**src/rtl/fetch_pkg.sv**
```systemverilog
// Shared types and constants for the fetch sequencer.
package fetch_pkg;

  typedef enum logic [1:0] {
    IDLE  = 2'd0,
    REQ   = 2'd1,
    DRAIN = 2'd2
  } fetch_state_t;

  localparam int          PC_INCR              = 4;
  localparam logic [31:0] DEFAULT_RESET_VECTOR = 32'h0000_0000;

endpackage

```
**src/rtl/fetch_if.sv**
```systemverilog
// Fetch sequencer bus: control inputs, imem handshake and decode-side buffer.
// Perf counter outputs exist only when FETCH_PERF_EN is defined.
interface fetch_if #(
  parameter int ADDRESS_WIDTH = 32,
  parameter int DATA_WIDTH    = 32
);
  logic                     trigger;
  logic                     branch_taken;
  logic [ADDRESS_WIDTH-1:0] branch_target;
  logic                     imem_req;
  logic [ADDRESS_WIDTH-1:0] imem_addr;
  logic                     imem_ack;
  logic [DATA_WIDTH-1:0]    imem_rdata;
  logic                     instr_valid;
  logic                     instr_ready;
  logic [DATA_WIDTH-1:0]    instr;
  logic [ADDRESS_WIDTH-1:0] instr_pc;
  logic [ADDRESS_WIDTH-1:0] pc;
`ifdef FETCH_PERF_EN
  logic [31:0]              perf_fetch_cnt;
  logic [31:0]              perf_stall_cnt;
`endif

  modport master (
    input  trigger, branch_taken, branch_target, imem_ack, imem_rdata, instr_ready,
`ifdef FETCH_PERF_EN
    output perf_fetch_cnt, perf_stall_cnt,
`endif
    output imem_req, imem_addr, instr_valid, instr, instr_pc, pc
  );

  modport slave (
    output trigger, branch_taken, branch_target, imem_ack, imem_rdata, instr_ready,
`ifdef FETCH_PERF_EN
    input  perf_fetch_cnt, perf_stall_cnt,
`endif
    input  imem_req, imem_addr, instr_valid, instr, instr_pc, pc
  );

endinterface

```
**src/rtl/fetch_buf.sv**
```systemverilog
// One-entry instruction/PC buffer between imem and decode.
// Flush beats load, load beats consume.
module fetch_buf #(
  parameter int ADDRESS_WIDTH = 32,
  parameter int DATA_WIDTH    = 32
) (
  input  logic                     clk,
  input  logic                     rst_n,
  input  logic                     load_i,
  input  logic                     flush_i,
  input  logic                     consume_i,
  input  logic [DATA_WIDTH-1:0]    data_i,
  input  logic [ADDRESS_WIDTH-1:0] pc_i,
  output logic                     valid_o,
  output logic [DATA_WIDTH-1:0]    instr_o,
  output logic [ADDRESS_WIDTH-1:0] pc_o
);

  logic                     valid_q;
  logic [DATA_WIDTH-1:0]    instr_q;
  logic [ADDRESS_WIDTH-1:0] pc_q;

  always_ff @(posedge clk or negedge rst_n) begin
    if (!rst_n) begin
      valid_q <= 1'b0;
      instr_q <= '0;
      pc_q    <= '0;
    end else begin
      if (flush_i)
        valid_q <= 1'b0;
      else if (load_i)
        valid_q <= 1'b1;
      else if (consume_i)
        valid_q <= 1'b0;

      if (load_i && !flush_i) begin
        instr_q <= data_i;
        pc_q    <= pc_i;
      end
    end
  end

  assign valid_o = valid_q;
  assign instr_o = instr_q;
  assign pc_o    = pc_q;

endmodule

```
**src/rtl/fetch_ctrl.sv**
```systemverilog
// Fetch sequencer: PC register, imem req/ack FSM and one-entry output buffer.
// Define FETCH_PERF_EN to add fetch/stall performance counters.
module fetch_ctrl
  import fetch_pkg::*;
#(
  parameter int                       ADDRESS_WIDTH = 32,
  parameter int                       DATA_WIDTH    = 32,
  parameter logic [ADDRESS_WIDTH-1:0] RESET_VECTOR  = ADDRESS_WIDTH'(DEFAULT_RESET_VECTOR)
) (
  input logic    clk,
  input logic    rst_n,
  fetch_if.master bus
);

  fetch_state_t             state_q;
  logic [ADDRESS_WIDTH-1:0] pc_q;
  logic [ADDRESS_WIDTH-1:0] pc_d;
  logic [ADDRESS_WIDTH-1:0] addr_q;
  logic                     req_q;
  logic [ADDRESS_WIDTH-1:0] pc_inc;
  logic [ADDRESS_WIDTH-1:0] tgt_aligned;
  logic                     issue_ok;
  logic                     ack_live;
  logic                     reissue;

  assign tgt_aligned = bus.branch_target & ~ADDRESS_WIDTH'(3);
  assign pc_inc      = pc_q + ADDRESS_WIDTH'(PC_INCR);
  assign issue_ok    = bus.trigger & (~bus.instr_valid | bus.instr_ready);
  assign ack_live    = (state_q == REQ) & bus.imem_ack & ~bus.branch_taken;
  // A redirect flushes the buffer, so only trigger gates the follow-on request.
  assign reissue     = bus.branch_taken ? bus.trigger : issue_ok;

  always_comb begin
    pc_d = pc_q;
    if (bus.branch_taken)
      pc_d = tgt_aligned;
    else if (ack_live)
      pc_d = pc_inc;
  end

  always_ff @(posedge clk or negedge rst_n) begin
    if (!rst_n) begin
      state_q <= IDLE;
      pc_q    <= RESET_VECTOR;
      addr_q  <= '0;
      req_q   <= 1'b0;
    end else begin
      pc_q <= pc_d;
      case (state_q)
        IDLE: begin
          if (issue_ok) begin
            state_q <= REQ;
            req_q   <= 1'b1;
            addr_q  <= pc_d;
          end
        end
        REQ: begin
          if (bus.imem_ack) begin
            if (reissue) begin
              state_q <= REQ;
              req_q   <= 1'b1;
              addr_q  <= pc_d;
            end else begin
              state_q <= IDLE;
              req_q   <= 1'b0;
            end
          end else if (bus.branch_taken) begin
            // Bus cannot abort: keep old address until the stale ack arrives.
            state_q <= DRAIN;
          end
        end
        DRAIN: begin
          if (bus.imem_ack) begin
            if (bus.trigger) begin
              state_q <= REQ;
              req_q   <= 1'b1;
              addr_q  <= pc_d;
            end else begin
              state_q <= IDLE;
              req_q   <= 1'b0;
            end
          end
        end
        default: begin
          state_q <= IDLE;
          req_q   <= 1'b0;
        end
      endcase
    end
  end

  assign bus.imem_req  = req_q;
  assign bus.imem_addr = addr_q;
  assign bus.pc        = pc_q;

  fetch_buf #(
    .ADDRESS_WIDTH(ADDRESS_WIDTH),
    .DATA_WIDTH   (DATA_WIDTH)
  ) u_buf (
    .clk      (clk),
    .rst_n    (rst_n),
    .load_i   (ack_live),
    .flush_i  (bus.branch_taken),
    .consume_i(bus.instr_valid & bus.instr_ready),
    .data_i   (bus.imem_rdata),
    .pc_i     (pc_q),
    .valid_o  (bus.instr_valid),
    .instr_o  (bus.instr),
    .pc_o     (bus.instr_pc)
  );

`ifdef FETCH_PERF_EN
  logic [31:0] fetch_cnt_q;
  logic [31:0] stall_cnt_q;

  always_ff @(posedge clk or negedge rst_n) begin
    if (!rst_n) begin
      fetch_cnt_q <= '0;
      stall_cnt_q <= '0;
    end else begin
      fetch_cnt_q <= fetch_cnt_q + 32'(ack_live);
      stall_cnt_q <= stall_cnt_q + 32'(bus.instr_valid & ~bus.instr_ready);
    end
  end

  assign bus.perf_fetch_cnt = fetch_cnt_q;
  assign bus.perf_stall_cnt = stall_cnt_q;
`endif

endmodule
```
**src/flat_wrapper.sv**
```systemverilog
// flat-port wrapper written by rule: the top's interface ports become plain ports
module fetch_ctrl_flat import fetch_pkg::*;
#(
  parameter int                       ADDRESS_WIDTH = 32,
  parameter int                       DATA_WIDTH    = 32,
  parameter logic [ADDRESS_WIDTH-1:0] RESET_VECTOR  = ADDRESS_WIDTH'(DEFAULT_RESET_VECTOR)
)
  (clk, rst_n, bus_trigger, bus_branch_taken, bus_branch_target, bus_imem_ack, bus_imem_rdata, bus_instr_ready, bus_imem_req, bus_imem_addr, bus_instr_valid, bus_instr, bus_instr_pc, bus_pc);
  fetch_if #(.ADDRESS_WIDTH(ADDRESS_WIDTH), .DATA_WIDTH(DATA_WIDTH)) bus_i ();
  input logic clk;
  input logic rst_n;
  input wire logic [$bits(bus_i.trigger)-1:0] bus_trigger;
  input wire logic [$bits(bus_i.branch_taken)-1:0] bus_branch_taken;
  input wire logic [$bits(bus_i.branch_target)-1:0] bus_branch_target;
  input wire logic [$bits(bus_i.imem_ack)-1:0] bus_imem_ack;
  input wire logic [$bits(bus_i.imem_rdata)-1:0] bus_imem_rdata;
  input wire logic [$bits(bus_i.instr_ready)-1:0] bus_instr_ready;
  output wire logic [$bits(bus_i.imem_req)-1:0] bus_imem_req;
  output wire logic [$bits(bus_i.imem_addr)-1:0] bus_imem_addr;
  output wire logic [$bits(bus_i.instr_valid)-1:0] bus_instr_valid;
  output wire logic [$bits(bus_i.instr)-1:0] bus_instr;
  output wire logic [$bits(bus_i.instr_pc)-1:0] bus_instr_pc;
  output wire logic [$bits(bus_i.pc)-1:0] bus_pc;
  assign bus_i.trigger = bus_trigger;
  assign bus_i.branch_taken = bus_branch_taken;
  assign bus_i.branch_target = bus_branch_target;
  assign bus_i.imem_ack = bus_imem_ack;
  assign bus_i.imem_rdata = bus_imem_rdata;
  assign bus_i.instr_ready = bus_instr_ready;
  assign bus_imem_req = bus_i.imem_req;
  assign bus_imem_addr = bus_i.imem_addr;
  assign bus_instr_valid = bus_i.instr_valid;
  assign bus_instr = bus_i.instr;
  assign bus_instr_pc = bus_i.instr_pc;
  assign bus_pc = bus_i.pc;
  fetch_ctrl #(.ADDRESS_WIDTH(ADDRESS_WIDTH), .DATA_WIDTH(DATA_WIDTH), .RESET_VECTOR(RESET_VECTOR)) u_core (.clk(clk), .rst_n(rst_n), .bus(bus_i));
endmodule
```
**config.mk**
```make
export PLATFORM = sky130hd
export DESIGN_NAME = fetch_ctrl_flat
export DESIGN_NICKNAME = d
export VERILOG_FILES = /design/src/rtl/fetch_pkg.sv /design/src/rtl/fetch_if.sv /design/src/rtl/fetch_buf.sv /design/src/rtl/fetch_ctrl.sv /design/src/flat_wrapper.sv
export SDC_FILE = /design/constraint.sdc
export NUM_CORES = 1
export LEC_CHECK = 0
export ABC_AREA = 1
export CAP_MARGIN = 20
export CORE_AREA = 2 2 119 121
export CTS_BUF_LIST = sky130_fd_sc_hd__clkbuf_16
export CTS_CLUSTER_DIAMETER = 30
export CTS_CLUSTER_SIZE = 8
export DETAILED_ROUTE_END_ITERATION = 16
export DIE_AREA = 0 0 121 123
export GPL_TIMING_DRIVEN = 0
export PLACE_DENSITY = 0.78
export REMOVE_ABC_BUFFERS = 1
export SLEW_MARGIN = 20
export SYNTH_ARGS = -nofsm -noshare
export SYNTH_HDL_FRONTEND = slang
export SYNTH_SLANG_ARGS = --single-unit
```
**constraint.sdc**
```tcl
create_clock -name clk -period 1.95 [get_ports clk]
set_input_delay 0.39 -clock clk [delete_from_list [all_inputs] [get_ports clk]]
set_output_delay 0.39 -clock clk [all_outputs]
set_load 0.01 [all_outputs]
```
==> After elaboration in Yosys (flattened, before gate mapping) <==
Cells that the tools add are included.
{ "op_classes": {"eq_ne": 8, "reduce_logical": 8, "muxes": 25, "shifts": 0, "magnitude_cmp": 0, "mul": 0, "bitwise_logic": 7, "addsub": 1, "div_mod_pow": 0} }
{ "op_table": {"columns": ["op", "count"], "rows": [
  ["2-to-1 mux 32 bit", 7],
  ["one-hot mux 32 bit (3 select lines)", 1],
  ["adder 32 x 3 -> 32 bit (second input constant)", 1],
  ["2-to-1 mux 1 bit", 11],
  ["2-to-1 mux 2 bit", 4],
  ["!= test 2 bit (second input constant)", 3],
  ["one-hot mux 2 bit (3 select lines)", 1],
  ["AND reduction 3 bit", 2],
  ["AND reduction 6 bit", 1],
  ["nonzero test 3 bit", 2],
  ["bitwise AND 1 bit", 4],
  ["!= test 2 x 1 -> 1 bit (second input constant)", 2],
  ["!= test 3 bit (second input constant)", 1],
  ["one-hot mux 1 bit (3 select lines)", 1],
  ["== test 2 x 1 -> 1 bit (second input constant)", 1],
  ["== test 2 bit (second input constant)", 1],
  ["logical NOT 2 bit", 1],
  ["inverter 1 bit", 2],
  ["logical AND 1 bit", 1],
  ["logical NOT 1 bit", 1],
  ["bitwise OR 1 bit", 1]
]} }
{ "totals": {"ff_bits": 132, "input_bits": 70, "out_inout_bits": 130, "wordCells": 56, "mem_bits_ro": 0, "latchBits": 0, "mem_bits_rw": 0, "n_memories": 0} }

==> Longest topological paths before layout <==
{ "depth": {"word_depth": 8, "mapped_depth": 11, "mapped_depth_nobuf": 11} }

==> Modules after synthesis <==
Synthesis repeated with hierarchy kept, for this count alone.
{ "hier_totals": {"hier_cells": 767, "area_unflattened_um2": 6193.4} }
{ "by_module_without_submodules": {"columns": ["module", "instances", "cells_per_inst", "seq_area_each_um2", "area_each_um2"], "rows": [
  ["fetch_ctrl", 1, 484, 1676.6, 3606.0],
  ["fetch_buf", 1, 283, 1626.6, 2587.5]
]} }

==> Worst setup path before layout <==
OpenSTA, ideal clock, no wires.
{ "synth_path": {"path_type": "register to register", "startpoint": "reg u_core.pc_q[2], in the netlist u_core.bus.pc[2]", "endpoint": "reg u_core.addr_q[18], in the netlist u_core.bus.imem_addr[18]", "synth_period_minus_slack_ps": 1614, "setup_time_ps": 117, "stages_incl_launch_ff": 10, "t_required_ps": 1833, "t_arrival_ps": 1497, "n_path_buf": 0, "path_slack_ps": 336, "path_cell_list": "dfrtp_1 -> ha_1 -> nand2_1 -> nor2_2 -> nand3_4 -> nor2_4 -> xor2_1 -> nand2_1 -> nand3_1 -> nand2_1"} }
{ "synth_between": {"elab_chain_cells": 6, "elab_cells_between_ends": 9, "cone_classes": "add/sub (1); mux (8)"} }
{ "synth_lines": {"columns": ["item", "line_no", "source"], "rows": [
  ["start, declared", "fetch_ctrl.sv:16", "logic [ADDRESS_WIDTH-1:0] pc_q;"],
  ["start signal, assigned", "fetch_ctrl.sv:48", "pc_q <= pc_d;"],
  ["adder 32 x 3 -> 32 bit (*)", "fetch_ctrl.sv:27", "assign pc_inc = pc_q + ADDRESS_WIDTH'(PC_INCR);"],
  ["2-to-1 mux 32 bit (*)", "fetch_ctrl.sv:37", "else if (ack_live)"],
  ["2-to-1 mux 32 bit (*)", "fetch_ctrl.sv:35", "if (bus.branch_taken)"],
  ["2-to-1 mux 32 bit (on tied branches)", "fetch_ctrl.sv:74, fetch_ctrl.sv:59", null],
  ["2-to-1 mux 32 bit (on tied branches)", "fetch_ctrl.sv:73, fetch_ctrl.sv:58", null],
  ["one-hot mux 32 bit (3 select lines) (*)", "fetch_ctrl.sv:49", "case (state_q)"],
  ["end signal, assigned", "fetch_ctrl.sv:54", "addr_q <= pc_d;"],
  ["end signal, assigned", "fetch_ctrl.sv:62", "addr_q <= pc_d;"],
  ["end signal, assigned", "fetch_ctrl.sv:77", "addr_q <= pc_d;"],
  ["end, declared", "fetch_ctrl.sv:18", "logic [ADDRESS_WIDTH-1:0] addr_q;"]
]} }
Mark *: on every way between the ends. The rest lies on a longest branch, timed or not. The select of a mux whose other input is x is not followed.
A chain may end at the register's enable or synchronous reset.

==> Final worst setup path <==
{ "layout_path": {"startpoint": "reg u_core.pc_q[17], in the netlist u_core.bus.pc[17]", "endpoint": "out bus_pc[17]"} }
{ "layout_rtl": {"columns": ["item", "line_no", "source"], "rows": [
  ["end, declared", "flat_wrapper.sv:23", "output wire logic [$bits(bus_i.pc)-1:0] bus_pc;"]
]} }
No word-level cell between the ends.

==> run metrics <==
final count of hold timing violations 0; number of instances in the placed design 1,081; Crit path depth 1; status completed; area of the die 14,880 sq um; sum of buffers and inverters on the critical path 1; crit-path max cell delay 610 ps; worst endpoint data arrival time 1500 ps; number of buffers created by CTS 17; Critical Path RT 1560 ps; count of vias placed by the detailed router 5,480; reg-to-reg slack, setup 130 ps; HPWL after DPL 11,080 um; H-tree lvl count 4; element type at the critical path start register; worst skew pair latency 420 ps; category of the most critical setup path register to primary output; Initial Utilization 43.96%; Reg2Reg Capture Point u_core.bus.imem_addr[16]; worst setup timing slack at the placement stage -2513 ps; via count of the first global-routing pass 5,268; number of DRC violations after detailed-routing iteration 0 412; cell area after layout 8880 sq um; area of the mapped netlist 5983 sq um; ports placed on the boundary 200; unique cell type count in the Yosys netlist 33; P_leak 4.270 nW; core box area 13,610 sq um; highest net fanout along the worst path 7; detail-routed via count per cell 4.871; antenna violations before repair 0; CP delay by family, top buffers and inverters; CTS clock-pin slew for the worst setup and hold paths 60 ps; TritonCTS clock tree yes; sequential fraction of the synthesis area 55.21%; share of the clock period used by the worst path after layout 96.98%; leftover overflow at the end of global routing 0; Worst Setup EP bus_pc[17]; launching point of the worst reg2reg path u_core.state_q[1]; number of routed nets with antenna violations 0; instance area at placement 8093 sq um; worst-case headroom to the max-slew limit 59.33%; Root Buffer Master sky130_fd_sc_hd__clkbuf_16; Routability Congestion 0.8346; slew at the pin closest to its max-slew limit 608.6 ps; Clock Tree Buf Depth 2; Remaining DRCs 0; max-cap violations 0; Worst Hold Class input pin to register; clk sink count 132; Yosys reg bits 132; cell breakdown of the critical path clkdlybuf4s50_1; worst clock skew 6.784 ps; TritonRoute pass-1 iters 5; antenna diode instance count 0; post-layout net count 1,005; WL per Instance 15.77 um; layout cell share with drive strength beyond 1 8.783%; cell row count 43; Mean Syn Cell Area 8.185 sq um; Peak Freq 528.8 MHz; routed wire length 17,740 um; Final Instance Count excl. Fillers 1,125; Gate Count Post-Synth 731; Layout fillers 1,168; power per unit of standard cell area 1398 nW/um^2; area growth from synthesis to final layout 48.41%; number of cells on the worst reg-to-reg path 10; Pins Over Slew Limit 0; maximum ir drop on the vdd rail 0.6715 mV; post-route worst hold slack 420.1 ps; DIE HEIGHT 123 um; YS warnings 0; final worst-path setup slack 58.97 ps; combined global-route utilization of all metal layers 24.13%; post-layout min period 1891 ps; crit end category primary output; worst-path cell with the longest stage delay sky130_fd_sc_hd__clkdlybuf4s50_1; maximum number of pins on one net before global-route repair 78; IO Port Bufs 197; Critical Path Start u_core.bus.pc[17]; width of the die 121 um; setup tns final 0 ps; Final Setup Violations 0; global-route wire length before repair 27,410 um
-- cell families (layout without fill, tap and decap cells) --
logic type               Yosys count  in the layout  share of synthesized area, %
AO/OA/AOI/OAI                     61             61                         5.834
buffers and inverters             79            288                         5.563
flip-flops                       132            132                         55.21
AND/OR/NAND/NOR                  450            455                         32.02
adder cells (fa/ha/maj)            1              1                        0.2091
XOR/XNOR                           8              8                         1.171
-- worst reg2reg max path, stage by stage (launching register included) --
cell,delay (ps)
sky130_fd_sc_hd__dfrtp_1,380
sky130_fd_sc_hd__inv_2,120
sky130_fd_sc_hd__nand3_4,160
sky130_fd_sc_hd__nor2_4,220
sky130_fd_sc_hd__nand3_4,160
sky130_fd_sc_hd__buf_12,160
sky130_fd_sc_hd__nor2_1,110
sky130_fd_sc_hd__xor2_1,200
sky130_fd_sc_hd__nand2_1,70
sky130_fd_sc_hd__nand3_1,70
sky130_fd_sc_hd__nand2_1,50
-- Yosys cell counts (all sizes together) --
master | n | area share [%]
and2 | 4 | 0.42
nand3 | 47 | 4.3
inv | 50 | 3.1
o21ai | 41 | 3.4
xor2 | 8 | 1.2
or2 | 15 | 1.6
dfrtp | 132 | 55
clkbuf | 9 | 0.56
a21boi | 12 | 1.5
a31oi | 1 | 0.21
nor2 | 44 | 3.7
nand2 | 328 | 21
a21oi | 5 | 0.42
nand4 | 8 | 0.84
nor3 | 3 | 0.33
buf | 20 | 1.9
a22o | 1 | 0.15
ha | 1 | 0.21
nand3b | 1 | 0.13
o211ai | 1 | 0.13
-- state kept, by name (all words and copies together), names as in the netlist --
name and cells:
u_core.u_buf.pc_o 32, u_core.bus.imem_addr 32, u_core.state_q 2, u_core.bus.pc 32, u_core.u_buf.instr_o 32, u_core.u_buf.valid_o 1, u_core.bus.imem_req 1
-- worst min path at each step --
| stage | to | cells past startpoint | from |
|---|---|---|---|
| after CTS | u_core.bus.pc[12] | 3 | bus_branch_taken |
| final | u_core.bus.pc[12] | 3 | bus_branch_taken |
| after detailed placement | u_core.u_buf.valid_o | 1 | rst_n |
| after global placement | u_core.u_buf.instr_o[5] | 2 | u_core.u_buf.instr_o[5] |
| after global routing | u_core.bus.pc[12] | 3 | bus_branch_taken |
| after floorplan | u_core.bus.imem_addr[0] | 0 | rst_n |
-- timing repair --
item | CTS | global route
setup endpoints to repair | 129 | 40
pin swaps | 3 | 5
buffers inserted | 3 | 4
resized for setup | 17 | 13
hold buffers | 1 | 0
hold endpoints to repair | 55 | 0
gates cloned | 3 | 3
-- layer usage --
metal | routed length, um | track usage [%] | vias to the layer above
met5 | 0 | 0 | -
li1 | - | - | 2704
met2 | 8509 | 38.90 | 179
met3 | 1201 | 6.688 | 21
met1 | 7798 | 31.58 | 2576
met4 | 232 | 8.067 | 0
-- where the power goes --
part | leakage [nW] | internal, mW | switching (mW) | total (mW)
Clock | 0.281 | 1.82 | 1.11 | 2.93
Combinational | 2.37 | 2.54 | 2.54 | 5.08
Sequential | 1.62 | 3.79 | 0.614 | 4.40
-- per-stage QoR --
step / utilization (%) / total power, mW
2_1_floorplan: - / 6.364
3_3_place_gp: 59.03 / 9.125
3_5_place_dp: 59.45 / 9.247
4_1_cts: 64.06 / 12.36
5_1_grt: 65.24 / 13.23
6_report: 65.24 / 12.41
-- placed cells by master (no fill, tap or decap), types with 3 or more instances in the layout --
cell type,netlist,routed
sky130_fd_sc_hd__nand2_1,325,325
sky130_fd_sc_hd__clkdlybuf4s50_1,0,194
sky130_fd_sc_hd__dfrtp_1,132,129
sky130_fd_sc_hd__inv_1,46,50
sky130_fd_sc_hd__nand3_1,44,44
sky130_fd_sc_hd__o21ai_0,40,40
sky130_fd_sc_hd__nor2_1,33,31
sky130_fd_sc_hd__clkbuf_16,0,18
sky130_fd_sc_hd__or2_2,14,14
sky130_fd_sc_hd__nor2_4,6,8
sky130_fd_sc_hd__nand4_1,8,8
sky130_fd_sc_hd__a21boi_0,8,8
sky130_fd_sc_hd__nor2_2,5,7
sky130_fd_sc_hd__xor2_1,8,7
sky130_fd_sc_hd__buf_4,1,6
sky130_fd_sc_hd__a21oi_1,5,5
sky130_fd_sc_hd__and2_1,4,4
sky130_fd_sc_hd__a21boi_1,4,4
sky130_fd_sc_hd__inv_2,4,3
sky130_fd_sc_hd__clkinv_2,0,3
sky130_fd_sc_hd__clkinv_1,0,3
sky130_fd_sc_hd__nand2_4,0,3
sky130_fd_sc_hd__dfrtp_2,0,3
-- cell type report --
class	instances	area (sq um)	area share [%]
Clock buffer	17	425.4	4.791
Clock inverter	13	105.1	1.184
Inverter	50	212.7	2.395
Multi-Input combinational cell	525	2460	27.70
Sequential cell	132	3307	37.24
Tap cell	180	225.2	2.536
Timing Repair Buffer	208	2145	24.15
Note: power is estimated with default switching activity, not from simulation.
